`config.mk`:
```
export PLATFORM = sky130hd
export DESIGN_NAME = uart_tx_feeder
export DESIGN_NICKNAME = d
export VERILOG_FILES = /design/src/rtl/uart_tx_feeder.sv
export SDC_FILE = /design/constraint.sdc
export NUM_CORES = 1
export LEC_CHECK = 0
export ABC_AREA = 1
export CORE_UTILIZATION = 60
export DETAILED_ROUTE_END_ITERATION = 8
export GPL_TIMING_DRIVEN = 0
export PLACE_DENSITY = 0.79
export SLEW_MARGIN = 20
export SYNTH_ARGS = -nofsm -noshare
export SYNTH_HDL_FRONTEND = slang
export SYNTH_SLANG_ARGS = --single-unit
```
`constraint.sdc`:
```
create_clock -name clk -period 3.4 [get_ports clk]
set_input_delay 0.68 -clock clk [delete_from_list [all_inputs] [get_ports clk]]
set_output_delay 0.68 -clock clk [all_outputs]
set_load 0.005 [all_outputs]
```
`src/rtl/uart_tx_feeder.sv`:
```
// Byte FIFO feeding a UART transmitter: pops one byte per frame, strobes tx_start,
// follows tx_busy through the frame and flags overflow / busy-acknowledge timeout.
module uart_tx_feeder #(
    parameter int DEPTH        = 16,
    parameter int ADDR_W       = 4,
    parameter int GAP_CYCLES   = 0,
    parameter int BUSY_TIMEOUT = 8
) (
    input  logic              clk,
    input  logic              rst,
    input  logic              wr_en,
    input  logic [7:0]        wr_data,
    output logic              full,
    output logic              empty,
    output logic [ADDR_W:0]   level,
    output logic              overflow,
    output logic              timeout_err,
    input  logic              clr_flags,
    output logic              tx_start,
    output logic [7:0]        tx_data,
    input  logic              tx_busy
);
    localparam int               GAP_W    = (GAP_CYCLES > 1) ? $clog2(GAP_CYCLES) : 1;
    localparam logic [GAP_W-1:0] GAP_INIT = (GAP_CYCLES > 0) ? GAP_W'(GAP_CYCLES - 1) : '0;
    localparam logic [7:0]       TMO_LAST = 8'(BUSY_TIMEOUT - 1);
    localparam logic [ADDR_W:0]  LVL_FULL = (ADDR_W+1)'(DEPTH);
    localparam logic [ADDR_W:0]  LVL_ONE  = (ADDR_W+1)'(1);

    typedef enum logic [2:0] {IDLE, STROBE, WAIT_BUSY, WAIT_DONE, GAP} state_t;
    state_t state, state_nxt;

    logic [7:0]        mem [DEPTH];
    logic [ADDR_W-1:0] wr_ptr, rd_ptr;
    logic [ADDR_W:0]   level_nxt;
    logic [7:0]        tmo_cnt;
    logic [GAP_W-1:0]  gap_cnt;
    logic              push, pop, tmo_hit;

    // full is the registered flag, so a write while full is dropped even if a pop happens now
    assign push = wr_en & ~full;

    always_comb begin
        state_nxt = state;
        pop       = 1'b0;
        tx_start  = 1'b0;
        tmo_hit   = 1'b0;
        unique case (state)
            IDLE: begin
                // busy guard also covers a transmitter still mid-frame after our reset
                if (!empty && !tx_busy) begin
                    pop       = 1'b1;
                    state_nxt = STROBE;
                end
            end
            STROBE: begin
                tx_start  = 1'b1;
                state_nxt = WAIT_BUSY;
            end
            WAIT_BUSY: begin
                if (tx_busy) begin
                    state_nxt = WAIT_DONE;
                end else if (tmo_cnt == TMO_LAST) begin
                    tmo_hit   = 1'b1;
                    state_nxt = IDLE;
                end
            end
            WAIT_DONE: begin
                if (!tx_busy) state_nxt = (GAP_CYCLES == 0) ? IDLE : GAP;
            end
            GAP: begin
                if (gap_cnt == '0) state_nxt = IDLE;
            end
            default: state_nxt = IDLE;
        endcase
    end

    always_comb begin
        level_nxt = level;
        if (push && !pop)      level_nxt = level + LVL_ONE;
        else if (pop && !push) level_nxt = level - LVL_ONE;
    end

    always_ff @(posedge clk) begin
        if (rst) state <= IDLE;
        else     state <= state_nxt;
    end

    always_ff @(posedge clk) begin
        if (push) mem[wr_ptr] <= wr_data;
    end

    always_ff @(posedge clk) begin
        if (rst) begin
            wr_ptr      <= '0;
            rd_ptr      <= '0;
            level       <= '0;
            full        <= 1'b0;
            empty       <= 1'b1;
            overflow    <= 1'b0;
            timeout_err <= 1'b0;
            tx_data     <= 8'h00;
            tmo_cnt     <= '0;
            gap_cnt     <= '0;
        end else begin
            if (push) wr_ptr <= wr_ptr + ADDR_W'(1);
            if (pop) begin
                tx_data <= mem[rd_ptr];
                rd_ptr  <= rd_ptr + ADDR_W'(1);
            end
            level <= level_nxt;
            full  <= (level_nxt == LVL_FULL);
            empty <= (level_nxt == '0);

            if (wr_en && full)  overflow <= 1'b1;
            else if (clr_flags) overflow <= 1'b0;
            if (tmo_hit)        timeout_err <= 1'b1;
            else if (clr_flags) timeout_err <= 1'b0;

            if (state == STROBE)         tmo_cnt <= '0;
            else if (state == WAIT_BUSY) tmo_cnt <= tmo_cnt + 8'd1;
            if (state == WAIT_DONE)      gap_cnt <= GAP_INIT;
            else if (state == GAP)       gap_cnt <= gap_cnt - GAP_W'(1);
        end
    end
endmodule

```
==> results.cfg <==
[grt]
grt_pass1_vias = 4789
grt-ovfl-total = 0
use_met2_pct = 47.4
met3_usage_pct = 7.77
gr-usage-all-layers_pct = 30.6
grt_use_met1_pct = 41.6
antenna_found_initial = 0
grt_max_degree = 17
grt_pass1_wl_microns = 25500
grt_busiest_layer = met2

[synth]
synth_cells = 670
synth.distinct_cells = 32
synth_area_leaders = edfxtp_1 (56%), dfxtp_1 (10%), nor2_1 (8.7%), nand3_1 (5.2%), o21ai_0 (3.8%)
synth.cell_area_sq_um = 6890
ys_ff_latch = 163
yosys_warnings = 0
syn-num-nets = 691
synth_top_area_share_pct = 55.8
syn_area_per_cell_sq_um = 10.3
synth-seq-area-share_pct = 65.9
yosys.area.top_type = edfxtp_1

[cts]
cts_buffer_depth = 2
cts.clk_slew.worst_paths_ns = 0.07
cts_made_buffers = 17
cts_hold_buf = 0
cts_setup_buffers = 0
cts_tree = done
cts_root_buf = clkbuf_16
insertion_delay_ns = 0.43
clock_sinks = 163
h-tree-depth = 4
cts_resized = 0

[detailed_routing]
ant_nets = 0
drtPass1Iterations = 5
routed_wl_microns = 17100
drt_iter0_markers = 455
vias = 5102
avgRoutedWirePerCell_microns = 19.6
drc = 0
drt-vias-per-instance = 5.85

[pwr]
p_seq_share_pct = 43.2
static-leakage-power_nw = 2.86
internal_power_mw = 3.77
power_switching_mw = 1.64
swShare_pct = 30.3
powerDensity_nw_per_um2 = 680
power_frac_comb_pct = 21.7
clockPowerShare_pct = 35.1
peakVddDrop_mv = 0.464

[timing]
drv_slew = 0
fin_crit_ns = 2.41
setup_tns_ns = 0
finalSetupViolCount = 0
timing.final.crit_share_pct = 70.9
tightest_slew_ns = 0.887
max-slew-margin-rel_pct = 40.7
max_freq_ghz = 0.415
rsz0062_at_grt = false
hold_violations = 0
skew_ns = 0.00741

[final_layout]
stdcell_area_sq_um = 7950
fin_cells = 872
antenna_cells = 0
mostFrequentLayoutCell = nor2_1
mostFrequentLayoutCells = nor2_1 (160), edfxtp_1 (128), nand3_1 (71)
drive_gt1_share_pct = 9.29
finalNetCount = 740
synthToLayoutAreaGrowth_pct = 15.4

[floorplan]
fp-row-count = 38
dieArea_sq_um = 11900
die_h_microns = 109
io_pins = 31
initial_core_util_pct = 62.5
core_area_sq_um = 11000
die_w_microns = 109

[setup_path]
crit_required_ns = 3.46
reg2reg_setup_slack_ns = 1.38
endpoint_kind = flip-flop
cp.arrival_ns = 2.47
path_max_fanout = 10
reg2reg_from = full$_SDFF_PP0_
startpoint_type = primary input
cp-startpoint = wr_en
path_class = in -> reg

[hold_path]
hp-start = overflow$_SDFFE_PP0P_
min_path_type = reg -> reg

[place]
detailed_place.area_sq_um = 7370
gp_congestion = 0.932
portBuffers = 30
place_inst = 840
hpwl_microns = 11300

[status]
status = complete, no violations

[run]
drv_cap = 0
==> Yosys cell counts, drive strengths merged <==
cell     count
buf         19
nor2       167
edfxtp     128
o2111ai      1
nor3         6
dfxtp       35
o211ai       8
a21oi       18
xor2         3
inv         46
clkbuf      11
nand2       73
clkinv       2
nor4         3
nand4        3
nand3b       3
ha           8
nand3       72
o21ai       64
==> area by class of cell <==
cell class              count  area, sq um
flip-flops and latches    163         4540
repair buffers             30          300
fillers                   741         3080
well taps                 140          175
multi-input cells         429         2020
plain buffers              30          149
clock buffers              18          429
clock inverters            14          155
inverters                  48          180
==> power groups by stage <==
| stage | Combinational, mW | Sequential, mW | Clock, mW |
|---|---|---|---|
| after floorplan | 0.748 | 2.36 | 0 |
| after global placement | 1.10 | 2.37 | 0 |
| after detailed placement | 1.14 | 2.38 | 0 |
| after CTS | 1.16 | 2.34 | 1.89 |
| after global routing | 1.30 | 2.35 | 1.97 |
| final | 1.17 | 2.34 | 1.90 |
==> final timing paths <==
path                                 to  cells past startpoint
hold / removal    overflow$_SDFFE_PP0P_                      2
setup / recovery    mem[2][6]$_DFFE_PP_                      6
setup reg to reg    mem[2][6]$_DFFE_PP_                      6
hold reg to reg   overflow$_SDFFE_PP0P_                      2
==> state kept, by name, indices dropped and copies added (netlist names), 2 cells and up <==
signal   cells
rd_ptr       4
wr_ptr       4
tmo_cnt      8
level        5
tx_data      8
mem        128
state        2
==> critical path, stage by stage <==
cell             delay (ns)
clkdlybuf4s50_1        0.51
nand2_2                0.14
inv_1                  0.11
buf_4                  0.20
nand2_1                0.17
nor2_1                 0.65
==> per-layer routing <==
metal  routed length [microns]  part of all wire (%)  vias to the layer above
li1                          -                     -                     2387
met1                      7080                    41                     2418
met2                      8070                    47                      268
met3                      1560                   9.1                       29
met4                       359                   2.1                        0
met5                         0                     0                        -
==> per-stage QoR <==
| stage | util (%) | power, mW | hold WS (ns) | setup WS (ns) |
|---|---|---|---|---|
| floorplan | - | 3.11 | 0.448 | 1.53 |
| detailed placement | 66.8 | 3.52 | 0.467 | 0.589 |
| finish | 72.1 | 5.41 | 0.479 | 0.989 |
| CTS | 72.1 | 5.39 | 0.479 | 1.01 |
| global route | 72.1 | 5.63 | 0.510 | 0.934 |
| global placement | 66.8 | 3.47 | 0.449 | 0.633 |
==> kinds of logic after synthesis <==
group,synth area share [%]
adders and majority gates,1.45
xor gates and xnor gates,0.381
DFF,65.9
and+or+nand+nor,20.4
buffers and inverters,4.77
AOI/OAI and AO/OA,7.01
Note: power is estimated with default switching activity, not from simulation.
